<file path="config.mk">
export PLATFORM = sky130hd
export DESIGN_NAME = alu_share_arbiter
export DESIGN_NICKNAME = d
export VERILOG_FILES = /design/src/rtl/alu_share_arbiter_pkg.sv /design/src/rtl/alu_share_arbiter_rr_arb2.sv /design/src/rtl/alu_share_arbiter.sv
export SDC_FILE = /design/constraint.sdc
export NUM_CORES = 1
export LEC_CHECK = 0
export BUFFER_PORTS_ARGS = -buffer_cell sky130_fd_sc_hd__buf_4
export CORE_ASPECT_RATIO = 1.25
export CORE_MARGIN = 1
export CORE_UTILIZATION = 30
export DETAILED_ROUTE_END_ITERATION = 16
export REMOVE_ABC_BUFFERS = 1
export SETUP_SLACK_MARGIN = 0.05
export SYNTH_ARGS = -nofsm -noshare
export SYNTH_HDL_FRONTEND = slang
export SYNTH_HIERARCHICAL = 1
export SYNTH_SLANG_ARGS = --single-unit
</file>
<file path="constraint.sdc">
create_clock -name clk -period 4.7 [get_ports clk]
set_input_delay 0.47 -clock clk [delete_from_list [all_inputs] [get_ports clk]]
set_output_delay 0.47 -clock clk [all_outputs]
set_load 0.05 [all_outputs]
</file>
<file path="src/rtl/alu_share_arbiter_pkg.sv">
`default_nettype none
// ============================================================================
// Module      : alu_share_arbiter_pkg
// Description : Shared opcode constants, default widths and FSM state
//               encoding for the shared logic-unit arbiter.
// Revision    : 1.0 - initial release
// ============================================================================
package alu_share_arbiter_pkg;

    localparam int DEFAULT_DATA_W = 32;
    localparam int DEFAULT_OP_W   = 3;
    localparam int DEFAULT_CNT_W  = 16;

    localparam logic [2:0] OP_ADD  = 3'd0;
    localparam logic [2:0] OP_SUB  = 3'd1;
    localparam logic [2:0] OP_AND  = 3'd2;
    localparam logic [2:0] OP_OR   = 3'd3;
    localparam logic [2:0] OP_XOR  = 3'd4;
    localparam logic [2:0] OP_XNOR = 3'd5;

    typedef enum logic [1:0] {
        IDLE = 2'd0,
        EXEC = 2'd1,
        RESP = 2'd2
    } state_t;

endpackage
`default_nettype wire

</file>
<file path="src/rtl/alu_share_arbiter_rr_arb2.sv">
`default_nettype none
// ============================================================================
// Module      : rr_arb2
// Description : Two-input round-robin grant. The requester that did not win
//               the last grant is preferred when both are valid.
// Revision    : 1.0 - initial release
// ============================================================================
module rr_arb2 (
    input  logic clk,
    input  logic rst,
    input  logic i_enable,
    input  logic i_valid0,
    input  logic i_valid1,
    output logic o_ready0,
    output logic o_ready1
);

    // Resets to 1 so requester 0 wins the first contention.
    logic r_lastGrant;

    assign o_ready0 = i_enable & (~i_valid1 |  r_lastGrant);
    assign o_ready1 = i_enable & (~i_valid0 | ~r_lastGrant);

    // Remember which requester completed the most recent handshake.
    always_ff @(posedge clk or posedge rst) begin
        if (rst) begin
            r_lastGrant <= 1'b1;
        end else if (i_valid1 && o_ready1) begin
            r_lastGrant <= 1'b1;
        end else if (i_valid0 && o_ready0) begin
            r_lastGrant <= 1'b0;
        end
    end

endmodule
`default_nettype wire

</file>
<file path="src/rtl/alu_share_arbiter.sv">
`default_nettype none
// ============================================================================
// Module      : alu_share_arbiter
// Description : Shares one combinational 32-bit logic unit between two
//               requesters, one operation in flight, with a registered and
//               tagged valid/ready response channel.
// Revision    : 1.0 - initial release
// ============================================================================
module alu_share_arbiter
    import alu_share_arbiter_pkg::*;
#(
    parameter int DATA_W = DEFAULT_DATA_W,
    parameter int OP_W   = DEFAULT_OP_W,
    parameter int CNT_W  = DEFAULT_CNT_W
) (
    input  logic              clk,
    input  logic              rst,
    input  logic              req0_valid,
    output logic              req0_ready,
    input  logic [OP_W-1:0]   req0_op,
    input  logic [DATA_W-1:0] req0_a,
    input  logic [DATA_W-1:0] req0_b,
    input  logic              req1_valid,
    output logic              req1_ready,
    input  logic [OP_W-1:0]   req1_op,
    input  logic [DATA_W-1:0] req1_a,
    input  logic [DATA_W-1:0] req1_b,
    output logic              rsp_valid,
    input  logic              rsp_ready,
    output logic              rsp_id,
    output logic [DATA_W-1:0] rsp_data,
    output logic              rsp_err,
    output logic              busy,
    output logic [CNT_W-1:0]  ops_done
);

    state_t              r_state;
    logic [OP_W-1:0]     r_op;
    logic [DATA_W-1:0]   r_a;
    logic [DATA_W-1:0]   r_b;
    logic                r_id;
    logic                w_enable;
    logic                w_hs0;
    logic                w_hs1;
    logic [DATA_W-1:0]   w_result;
    logic                w_err;

    // Readys are held low while reset is asserted as well as outside IDLE.
    assign w_enable = (r_state == IDLE) && !rst;
    assign w_hs0    = req0_valid & req0_ready;
    assign w_hs1    = req1_valid & req1_ready;

    rr_arb2 u_arb (
        .clk      (clk),
        .rst      (rst),
        .i_enable (w_enable),
        .i_valid0 (req0_valid),
        .i_valid1 (req1_valid),
        .o_ready0 (req0_ready),
        .o_ready1 (req1_ready)
    );

    // Opcode-select mux over the latched operands; unused opcodes flag an error.
    always_comb begin
        w_result = '0;
        w_err    = 1'b0;
        case (r_op)
            OP_ADD:  w_result = r_a + r_b;
            OP_SUB:  w_result = r_a - r_b;
            OP_AND:  w_result = r_a & r_b;
            OP_OR:   w_result = r_a | r_b;
            OP_XOR:  w_result = r_a ^ r_b;
            OP_XNOR: w_result = ~(r_a ^ r_b);
            default: w_err    = 1'b1;
        endcase
    end

    // Control FSM with registered response, busy flag and completion counter.
    always_ff @(posedge clk or posedge rst) begin
        if (rst) begin
            r_state   <= IDLE;
            r_op      <= '0;
            r_a       <= '0;
            r_b       <= '0;
            r_id      <= 1'b0;
            rsp_valid <= 1'b0;
            rsp_id    <= 1'b0;
            rsp_data  <= '0;
            rsp_err   <= 1'b0;
            busy      <= 1'b0;
            ops_done  <= '0;
        end else begin
            case (r_state)
                IDLE: begin
                    if (w_hs0) begin
                        r_op    <= req0_op;
                        r_a     <= req0_a;
                        r_b     <= req0_b;
                        r_id    <= 1'b0;
                        r_state <= EXEC;
                        busy    <= 1'b1;
                    end else if (w_hs1) begin
                        r_op    <= req1_op;
                        r_a     <= req1_a;
                        r_b     <= req1_b;
                        r_id    <= 1'b1;
                        r_state <= EXEC;
                        busy    <= 1'b1;
                    end
                end
                EXEC: begin
                    rsp_data  <= w_result;
                    rsp_err   <= w_err;
                    rsp_id    <= r_id;
                    rsp_valid <= 1'b1;
                    r_state   <= RESP;
                end
                RESP: begin
                    if (rsp_ready) begin
                        rsp_valid <= 1'b0;
                        ops_done  <= ops_done + {{(CNT_W-1){1'b0}}, 1'b1};
                        r_state   <= IDLE;
                        busy      <= 1'b0;
                    end
                end
                default: begin
                    rsp_valid <= 1'b0;
                    r_state   <= IDLE;
                    busy      <= 1'b0;
                end
            endcase
        end
    end

endmodule
`default_nettype wire

</file>
Word-level counts from Yosys, hierarchy flattened. Index checks and enable logic that the tools add are counted.

Word-level logic and storage cells: 73. Input bits: 139. Output and inout port bits: 54. Bits in registers: 123.

Reduce and logical (&&, ||, !) cells: 14. Bitwise operators: 15. $add $sub $neg: 3. Mux-type cells: 20. Equality and inequality tests: 9.

Operator list (count): $pmux 32 s6 (1); $mux 32 (4); $add 32x32->32 (1); $and 32x32->32 (1); $not 32->32 (1); $or 32x32->32 (1); $sub 32x32->32 (1); $xor 32x32->32 (1); $add 16x1->16 const B (1); $reduce_and 2->1 (4); $mux 1 (7); $eq 3x2->1 const B (2); $eq 3x3->1 const B (2); $mux 2 (3); $mux 3 (2); $pmux 1 s3 (2); $pmux 2 s3 (1); $reduce_or 6->1 (1); $not 1->1 (5); $and 1x1->1 (4); $reduce_bool 2->1 (2); $eq 3x1->1 const B (1); $logic_and 1x1->1 (3); $logic_not 3->1 (1); other kinds (8) (9).

Longest topological paths before layout. Gate-level depths: netlist (run 1).

Depth in word-level cells: 7. Gate-level depth with buffers: 18.

By module. The synthesis (run 1) kept the hierarchy.

By module, submodules not included: alu_share_arbiter (area an instance 9361.5 um2, instances 1, cells an instance 1051); rr_arb2 (area an instance 60.1 um2, instances 1, cells an instance 7).

Worst setup path after synthesis (run 1). Ideal clock, no wire load.

Kind: register -> register. Start: register r_b[8]. End: register rsp_data[30]. Stages on the path, launching flop included: 16. Slack: 1013 ps. Period minus slack after synthesis: 3687 ps. Arrival: 3552 ps. Path buffers: 1. Setup time: 135 ps. Required time: 4565 ps. Path through: dfrtp_1 > or4_4 > or3_4 > nor2_2 > and3_1 > and4_1 > a21oi_1 > xnor2_1 > ha_1 > clkbuf_1 > a211oi_1 > and3_1 > a21oi_1 > a221oi_1 > xor2_1 > o22ai_1.

Cells in the longest elaborated chain, start to end: 2.

Ends and longest elaborated chain: start: declaration (RTL line alu_share_arbiter.sv:40) `logic [DATA_W-1:0] r_b;`; start signal: assignment (RTL line alu_share_arbiter.sv:98) `r_b <= req0_b;`; start signal: assignment (RTL line alu_share_arbiter.sv:105) `r_b <= req1_b;`; $sub 32x32->32 / $add 32x32->32 (equally long branches) (RTL line alu_share_arbiter.sv:69, alu_share_arbiter.sv:68); $pmux 32 s6 * (RTL line alu_share_arbiter.sv:67) `case (r_op)`; end signal: assignment (RTL line alu_share_arbiter.sv:112) `rsp_data <= w_result;`; end: declaration (RTL line alu_share_arbiter.sv:31) `output logic [DATA_W-1:0] rsp_data,`.

Mark *: on every way between the ends. The rest lies on a longest branch, timed or not. A chain may end at the register's enable or synchronous reset.

Final worst setup path (run 1).
Start: register r_b[8]. End: register rsp_data[29].

The elaborated chain is that of the path after synthesis.

==> results of run 1 <==
cell families after synthesis:
| family | after synthesis |
|---|---|
| AOI/OAI and AO/OA | 305 |
| and+or+nand+nor | 252 |
| buffers and inverters | 138 |
| DFF | 123 |
| adders and majority gates | 98 |
| xor gates and xnor gates | 73 |
| muxes | 69 |
worst paths after layout:
kind,endpoint,start,cells after the start,slack [ns]
setup / recovery,rsp_data[29],r_b[8],16,0.57
hold / removal,u_arb/r_lastGrant,rst,2,0.06
setup reg to reg,rsp_data[29],r_b[8],16,0.57
hold reg to reg,ops_done[15],ops_done[15],1,0.47
max in group asynchronous,rsp_data[15],rst,3,3.66
min in group clk,u_arb/r_lastGrant,req0_valid,2,0.23
layout by cell type, fill, tap and decap left out, types with 12 or more instances in the layout:
master | synthesis | routed
o21ai_1 | 20 | 20
nand3_1 | 12 | 12
nand2_1 | 49 | 48
ha_1 | 97 | 97
a32oi_1 | 12 | 12
buf_4 | 0 | 206
a221oi_1 | 15 | 15
inv_1 | 74 | 73
nor2_1 | 124 | 123
dfrtp_1 | 122 | 121
nor3_1 | 14 | 13
xnor2_1 | 56 | 56
o21ai_0 | 18 | 18
a221o_1 | 28 | 28
mux2i_1 | 68 | 68
a21oi_1 | 108 | 107
a31oi_1 | 13 | 13
o221ai_1 | 28 | 28
xor2_1 | 17 | 17
clkbuf_16 | 0 | 17
power by group through the flow:
stage / Clock, mW / Sequential [mW] / Combinational [mW]
6_report: 1.33 / 2.11 / 6.93
4_1_cts: 1.37 / 2.12 / 6.95
3_3_place_gp: 0 / 2.12 / 6.83
3_5_place_dp: 0 / 2.13 / 6.90
5_1_grt: 1.41 / 2.19 / 7.66
2_1_floorplan: 0 / 2.54 / 4.58
state kept, by name, indices dropped and copies added (netlist names):
| signal | flops |
|---|---|
| r_op | 3 |
| busy | 1 |
| rsp_err | 1 |
| r_a | 32 |
| r_b | 32 |
| rsp_valid | 1 |
| ops_done | 16 |
| r_id | 1 |
| rsp_data | 32 |
| u_arb/r_lastGrant | 1 |
| r_state | 2 |
| rsp_id | 1 |
routing by layer:
| metal | vias to the layer above | part of all wire, % | global-route usage [%] |
|---|---|---|---|
| li1 | 4159 | - | - |
| met1 | 4183 | 41 | 21.5 |
| met2 | 204 | 53 | 34.0 |
| met3 | 33 | 3.8 | 3.29 |
| met4 | 0 | 1.9 | 5.71 |
| met5 | - | 0 | 0 |
per-stage QoR:
stage               total power [mW]  cells  util, %  setup WS, ns  hold WS (ns)
floorplan                       7.12    994        -         -7.70         0.360
global placement                8.95   1609     36.6         0.658         0.452
detailed placement              9.04   1609     36.6         0.611         0.462
CTS                             10.4   1641     38.5         0.590        0.0401
global route                    11.3   1641     38.5         0.287        0.0371
finish                          10.4   1641     38.5         0.572        0.0572
critical path, delay by kind of cell, from the launching register on:
| family | cells | cell delay [ns] |
|---|---|---|
| AO/OA/AOI/OAI | 8 | 1.56 |
| XOR/XNOR | 1 | 0.14 |
| adder cells (fa/ha/maj) | 1 | 0.39 |
| flip-flops | 1 | 0.44 |
| AND/OR/NAND/NOR | 6 | 1.49 |
cell type report:
cell class / count / area, sq um
clock buffers: 17 / 425
clock inverters: 15 / 158
fillers: 3144 / 19000
inverters: 74 / 280
multi-input cells: 797 / 5850
flip-flops and latches: 123 / 3080
well taps: 407 / 509
repair buffers: 208 / 1590
==> flow_summary.ini, run 1 <==
[global_routing]
antenna_found_initial = 0
grt_max_degree = 135
grt_usage_pct = 18.5
grt_pass1_wl_mm = 46.6
overflow = 0
grt_pass1_vias = 8615

[route]
drt_iter0_drc = 418
vias_per_cell = 5.23
wl_per_cell_um = 17.8
ant_nets = 0
vias = 8579
routed_wl_mm = 29.2
drc = 0
first_pass_iters = 5

[cts]
clock_path_buffers = 2
cts_tree = done
postCtsSetupRepairBufs = 0
clock_sinks = 123
hold_buffers = 0
insertion_delay_ns = 0.43
numCtsBuffers = 17
cts_root_buf = clkbuf_16
ctsResizeCount = 0
htreeDepth = 4
clkTransAtPathRegs_ns = 0.07

[critical_path]
slowest_delay_ns = 0.57
arrival_ns = 4.43
slowest_stage = or4_4
endpoint_kind = flip-flop
critPathMaxFanout = 7
critPathLaunchType = flip-flop
critical_path_class = flip-flop to flip-flop
crit_top_cell = a21oi_1
timing.critical_path.cells = or4_4 > or3_4 > nor2_2 > and3_1 > a31oi_1 > xnor2_1 > ha_1 > a21oi_1 > o21bai_1 > a21oi_1 > o21ai_0 > a31oi_1 > nor3_1 > a21oi_1 > o21a_1 > nand3_1
required_ns = 5.00

[synth]
synth.area.mux_share_pct = 7.34
ys.flop_type = dfrtp_1
avgSynthCellArea_sq_um = 8.91
synth_edf_count = 0
ys_warn_count = 6
synthAdderAreaFrac_pct = 13.1
synth_top_family_by_area = compound AO/OA/AOI/OAI gates
synthXorXnorAreaFrac_pct = 6.79
synth_compound_area_share_pct = 22.0
async_flop_share_pct = 100
synth-simple-area-share_pct = 12.5
synth_commonest_cells = nor2_1 (124), dfrtp_1 (122), a21oi_1 (108)
synthTopCellsByArea = dfrtp_1 (32%), ha_1 (13%), mux2i_1 (7.2%)
yosysMostFrequentCell = nor2_1
ys_ff_latch = 123
seq_area_frac_synth_pct = 32.7
synth_cell_types = 65
synth.largest_area_cell = dfrtp_1
synth_cells = 1058
synth_top_area_share_pct = 32.4
netlist_area_sq_um = 9420

[power]
share_comb_of_total_power_pct = 66.8
p_leak_nw = 5.85
clkPwrFrac_pct = 12.9
seqPwrFrac_pct = 20.3
powerDensity_nw_per_um2 = 872
intPower_mw = 4.99
peakVddDrop_mv = 0.285
switching_share_pct = 51.8
power_switching_mw = 5.37

[timing]
max_freq_ghz = 0.242
relSlewSlack_pct = 24.4
slew_viol_final = 0
hold_viol = 0
setup_viol = 0
setup_tns_ns = 0
finalCritPeriodShare_pct = 87.8
rsz0062_at_grt = false
worst_pin_slew_ns = 1.13
post-route-min-period_ns = 4.13
finClkSkew_ns = 0.0121

[place]
gp_congestion = 0.879
place_area_sq_um = 11300
port_buffers = 192
hpwlAfterDp_mm = 21.6

[die]
die_height_um = 200
start_util_pct = 30.5
core_sq_um = 30900
die_x_um = 161
num_rows = 72
ioPinCount = 193
die-area_sq_um = 32100

[run]
maxCapViolCount = 0

[finish]
area_growth_pct = 26.2
drive_above_1_share_pct = 21.2
final_area_sq_um = 11900
fin_nets = 1458
num_antenna_cells = 0

[min_path]
worst_hold_path_type = input pin to async pin

[run_status]
outcome = finished clean
No activity file was read; power rests on OpenSTA's default activity.
==> inputs of run 2 (changes only) <==
--- a/config.mk
+++ b/config.mk
@@ -10,6 +10,7 @@
 export CORE_MARGIN = 1
 export CORE_UTILIZATION = 30
 export DETAILED_ROUTE_END_ITERATION = 16
+export HOLD_SLACK_MARGIN = 0.08
 export REMOVE_ABC_BUFFERS = 1
 export SETUP_SLACK_MARGIN = 0.05
 export SYNTH_ARGS = -nofsm -noshare
==> run 2 against run 1 <==
  * Count of clock-buffer cells in the layout stayed put
  * Critical path depth unchanged
  * Largest cell class unchanged
  * Utilization hardly changed
  * Register-to-register slack barely moved
  * Highest routed layer unchanged
  * Sequential share of layout area about the same
  * Die area did not move
  * Fmax grew 0.33%
==> flow_summary.ini, run 2 (synthesized netlist as in run 1, its figures left out) <==
[route]
drt_iter0_drc = 386
vias = 8597
wl_per_cell_um = 17.8
first_pass_iters = 5
drc = 0
met1_length_mm = 12.0
dr_wl_met2_mm = 15.5
routed_wl_mm = 29.2
highest_layer = met4
routed-wl-met3_mm = 1.11
ant_nets = 0
vias_per_cell = 5.24

[place]
port_buffers = 192
preCtsSetupSlack_ns = 0.611
gp_congestion = 0.879
hpwlAfterDp_mm = 21.6
placedCellCount = 1609

[die]
die_height_um = 200
start_util_pct = 30.5
die_x_um = 161
core_sq_um = 30900
num_rows = 72
ioPinCount = 193
die-area_sq_um = 32100

[power]
peakVddDrop_mv = 0.285
p_leak_nw = 5.85
powerDensity_nw_per_um2 = 871

[cts]
hold_buffers = 1
clkTransAtPathRegs_ns = 0.07
insertion_delay_ns = 0.43
clock_sinks = 123
cts_tree = done
numCtsBuffers = 17
clock_path_buffers = 2
postCtsSetupRepairBufs = 0
cts_root_buf = clkbuf_16
ctsResizeCount = 0
htreeDepth = 4

[timing]
relSlewSlack_pct = 24.3
rsz0062_at_grt = false
slew_viol_final = 0
finClkSkew_ns = 0.0133
setup_viol = 0
post-route-min-period_ns = 4.11
max_freq_ghz = 0.243
finalWorstSetupSlack_ns = 0.586
finalCritPeriodShare_pct = 87.5
hold_viol = 0
worst_pin_slew_ns = 1.14

[critical_path]
critPathMaxFanout = 7
endpoint_kind = flip-flop
arrival_ns = 4.42
r2r_cells = 16
required_ns = 5.00
critical_path_class = flip-flop to flip-flop
critPathLaunchType = flip-flop

[global_routing]
grt_usage_pct = 18.5
grt_pass1_vias = 8621
antenna_found_initial = 0
grt_pass1_wl_mm = 46.6
overflow = 0
grt_max_degree = 135

[run_status]
outcome = finished clean

[finish]
largest_registers = r_a (32), r_b (32), rsp_data (32)
fin_nets = 1459
area_growth_pct = 26.3
multi_input_area_sq_um = 5850
drive_above_1_share_pct = 21.1
layout_commonest_cell = buf_4
num_antenna_cells = 0
num-fill-cells = 3145
final_cells = 1642
final_cell_mix = buf_4 (206), nor2_1 (123), dfrtp_1 (121), a21oi_1 (107), ha_1 (97)
register_area_sq_um = 3080

[run]
maxCapViolCount = 0

[min_path]
hold_path_depth = 2
worst_hold_path_type = input pin to flip-flop
[run 2: changes by cell type in the layout (fill, tap and decap cells not counted)]
| cell | previous run | this run |
|---|---|---|
| dlygate4sd3_1 | 0 | 1 |
[run 2: metrics by stage]
step | power, mW | instance area (sq um) | hold WS, ns | TNS [ns] | util (%)
global route | 11.3 | 11900 | 0.222 | 0 | 38.5
finish | 10.4 | 11900 | 0.229 | 0 | 38.5
global placement | 8.95 | 11300 | 0.452 | 0 | 36.6
CTS | 10.4 | 11900 | 0.212 | 0 | 38.5
floorplan | 7.12 | 9160 | 0.360 | -512.16 | -
detailed placement | 9.04 | 11300 | 0.462 | 0 | 36.6
[run 2: final timing paths]
kind | from | endpoint | slack [ns]
setup / recovery | r_b[8] | rsp_data[29] | 0.59
hold / removal | req0_valid | u_arb/r_lastGrant | 0.23
setup reg to reg | r_b[8] | rsp_data[29] | 0.59
hold reg to reg | ops_done[15] | ops_done[15] | 0.47
max in group asynchronous | rst | rsp_data[16] | 3.10
min in group asynchronous | rst | u_arb/r_lastGrant | 0.61
[run 2: per-layer routing]
layer	vias up	global-route usage, %
li1	4166	-
met1	4197	21.5
met2	201	34.0
met3	33	3.29
met4	0	5.71
met5	-	0
[run 2: worst max-delay path, stage by stage, from the launching register on]
cell      delay, ns
dfrtp_1        0.45
or4_4          0.57
or3_4          0.37
nor2_2         0.17
and3_1         0.23
a31oi_1        0.11
xnor2_1        0.14
ha_1           0.39
a21oi_1        0.29
o21bai_1       0.10
a21oi_1        0.31
o21ai_0        0.16
a31oi_1        0.28
nor3_1         0.08
a21oi_1        0.16
o21a_1         0.14
nand3_1        0.06
[run 2: report_power, final]
part	leakage, nW	internal (mW)	switching [mW]	total (mW)
Sequential	1.43	1.53	0.578	2.11
Combinational	4.14	2.72	4.21	6.92
Clock	0.281	0.749	0.588	1.34
[run 2: final cells by class]
class | count | share of cell area (%)
inverters | 74 | 2.36
clock buffers | 17 | 3.58
flip-flops and latches | 123 | 25.9
multi-input cells | 797 | 49.2
repair buffers | 209 | 13.4
clock inverters | 15 | 1.33
well taps | 407 | 4.28
==> inputs of run 3 (changes only) <==
--- a/config.mk
+++ b/config.mk
@@ -6,8 +6,9 @@
 export NUM_CORES = 1
 export LEC_CHECK = 0
 export BUFFER_PORTS_ARGS = -buffer_cell sky130_fd_sc_hd__buf_4
+export CAP_MARGIN = 15
 export CORE_ASPECT_RATIO = 1.25
-export CORE_MARGIN = 1
+export CORE_MARGIN = 2
 export CORE_UTILIZATION = 30
 export DETAILED_ROUTE_END_ITERATION = 16
 export HOLD_SLACK_MARGIN = 0.08
==> run 3 against run 2 <==
  * Sequential share of layout area fell by 0.092 points
  * Clock skew increased by 0.0035 ns
  * First-iteration DRC count rose by 27%
  * Cell area up 0.36%
  * Hold slack worse by 0.0077 ns
  * Critical path type unchanged
  * Critical path depth down 2
  * Flip-flop and latch count is the same
==> flow_summary.ini, run 3 (synthesized netlist as in run 1, its figures left out) <==
[run]
maxCapViolCount = 0

[route]
wl_per_cell_um = 17.8
first_pass_iters = 5
drt_iter0_drc = 492
vias_per_cell = 5.22
routed_wl_mm = 29.2
vias = 8568
ant_nets = 0
drc = 0

[finish]
largest_registers = r_a (32), r_b (32), rsp_data (32)
layout_commonest_cell = buf_4
fin_nets = 1458
drive_above_1_share_pct = 21.0
num_antenna_cells = 0
area_growth_pct = 26.7
final_cell_mix = buf_4 (206), nor2_1 (123), dfrtp_1 (121), a21oi_1 (107), ha_1 (97)

[critical_path]
required_ns = 4.97
timing.rr.start = r_op[0]
reg2reg_to = rsp_data[30]
endpoint_kind = flip-flop
r2r_cells = 14
arrival_ns = 4.40
critPathLaunchType = flip-flop
r2r_setup_slack_ns = 0.57
critPathMaxFanout = 19
critical_path_class = flip-flop to flip-flop

[place]
hpwlAfterDp_mm = 21.5
preCtsSetupSlack_ns = 0.619
port_buffers = 192
gp_congestion = 0.868

[timing]
worst_pin_slew_ns = 1.18
setup_tns_ns = 0
setup_viol = 0
slew_viol_final = 0
max_freq_ghz = 0.242
hold_viol = 0
relSlewSlack_pct = 21.2
finClkSkew_ns = 0.0168
rsz0062_at_grt = false
post-route-min-period_ns = 4.13
finalWorstSetupSlack_ns = 0.570
finalCritPeriodShare_pct = 87.9

[cts]
ctsResizeCount = 0
cts_tree = done
clkTransAtPathRegs_ns = 0.07
clock_sinks = 123
cts_root_buf = clkbuf_16
insertion_delay_ns = 0.44
htreeDepth = 4
numCtsBuffers = 17
hold_buffers = 1
clock_path_buffers = 2
postCtsSetupRepairBufs = 0

[run_status]
outcome = finished clean

[power]
clkPwrFrac_pct = 14.2
switching_share_pct = 51.0
powerDensity_nw_per_um2 = 878
intPower_mw = 5.14
p_total_mw = 10.5
share_comb_of_total_power_pct = 65.4
seqPwrFrac_pct = 20.4
p_leak_nw = 5.88
peakVddDrop_mv = 0.299
power_switching_mw = 5.34

[die]
die_x_um = 163
die_height_um = 202
die-area_sq_um = 32800
start_util_pct = 30.5
ioPinCount = 193
core_sq_um = 30900
num_rows = 72

[global_routing]
grt_max_degree = 136
grt_pass1_vias = 8443
grt_usage_pct = 17.9
antenna_found_initial = 0
grt_pass1_wl_mm = 46.2
overflow = 0

[min_path]
hold_end = u_arb/r_lastGrant
worstHoldStart = req0_valid
worst_hold_path_type = input pin to flip-flop
hold_path_depth = 2
==> run 3: layout make-up <==
cell class / count / area (sq um)
fillers: 3162 / 19000
flip-flops and latches: 123 / 3080
multi-input cells: 797 / 5850
clock inverters: 15 / 223
inverters: 74 / 280
repair buffers: 208 / 1580
clock buffers: 17 / 425
well taps: 407 / 509
==> run 3: worst max path at each step <==
| stage | to | slack, ns | from | cells after the start |
|---|---|---|---|---|
| global route | rsp_data[30] | 0.18 | r_op[0] | 14 |
| global placement | rsp_data[26] | 0.64 | r_op[0] | 14 |
| floorplan | r_id | -7.70 | r_state[1] | 5 |
| detailed placement | rsp_data[30] | 0.62 | r_op[0] | 14 |
| finish | rsp_data[30] | 0.57 | r_op[0] | 14 |
| CTS | rsp_data[30] | 0.60 | r_op[0] | 14 |
==> run 3: power groups by stage <==
stage | Clock (mW) | Combinational [mW] | Sequential (mW)
6_report | 1.49 | 6.85 | 2.14
5_1_grt | 1.57 | 7.59 | 2.21
4_1_cts | 1.52 | 6.87 | 2.14
3_5_place_dp | 0 | 6.83 | 2.16
3_3_place_gp | 0 | 6.77 | 2.14
2_1_floorplan | 0 | 4.58 | 2.54
==> run 3: per-layer routing <==
layer	vias to the layer above	GRT usage, %	part of all wire [%]
met5	-	0	0
met4	0	5.34	2.0
met3	34	2.73	4.4
met2	229	32.6	52
met1	4140	21.6	41
li1	4165	-	-
==> run 3: per-stage QoR <==
step | cells | cell area (sq um) | hold WS [ns] | util [%]
2_1_floorplan | 994 | 9160 | 0.360 | -
3_3_place_gp | 1608 | 11300 | 0.454 | 36.5
3_5_place_dp | 1608 | 11300 | 0.459 | 36.5
4_1_cts | 1641 | 11900 | 0.205 | 38.6
5_1_grt | 1641 | 11900 | 0.210 | 38.6
6_report | 1641 | 11900 | 0.221 | 38.6
==> run 3: worst max-delay path, cell delays in order, from the launching register on <==
cell and delay (ns):
dfrtp_2 0.61, inv_1 0.24, nor3_2 0.53, buf_4 0.31, nor2_1 0.08, xnor2_1 0.13, ha_1 0.37, a21oi_1 0.18
o21ai_0 0.21, a22oi_1 0.41, and3_1 0.21, a21oi_1 0.09, a221oi_1 0.32, xor2_1 0.18, o22ai_1 0.09
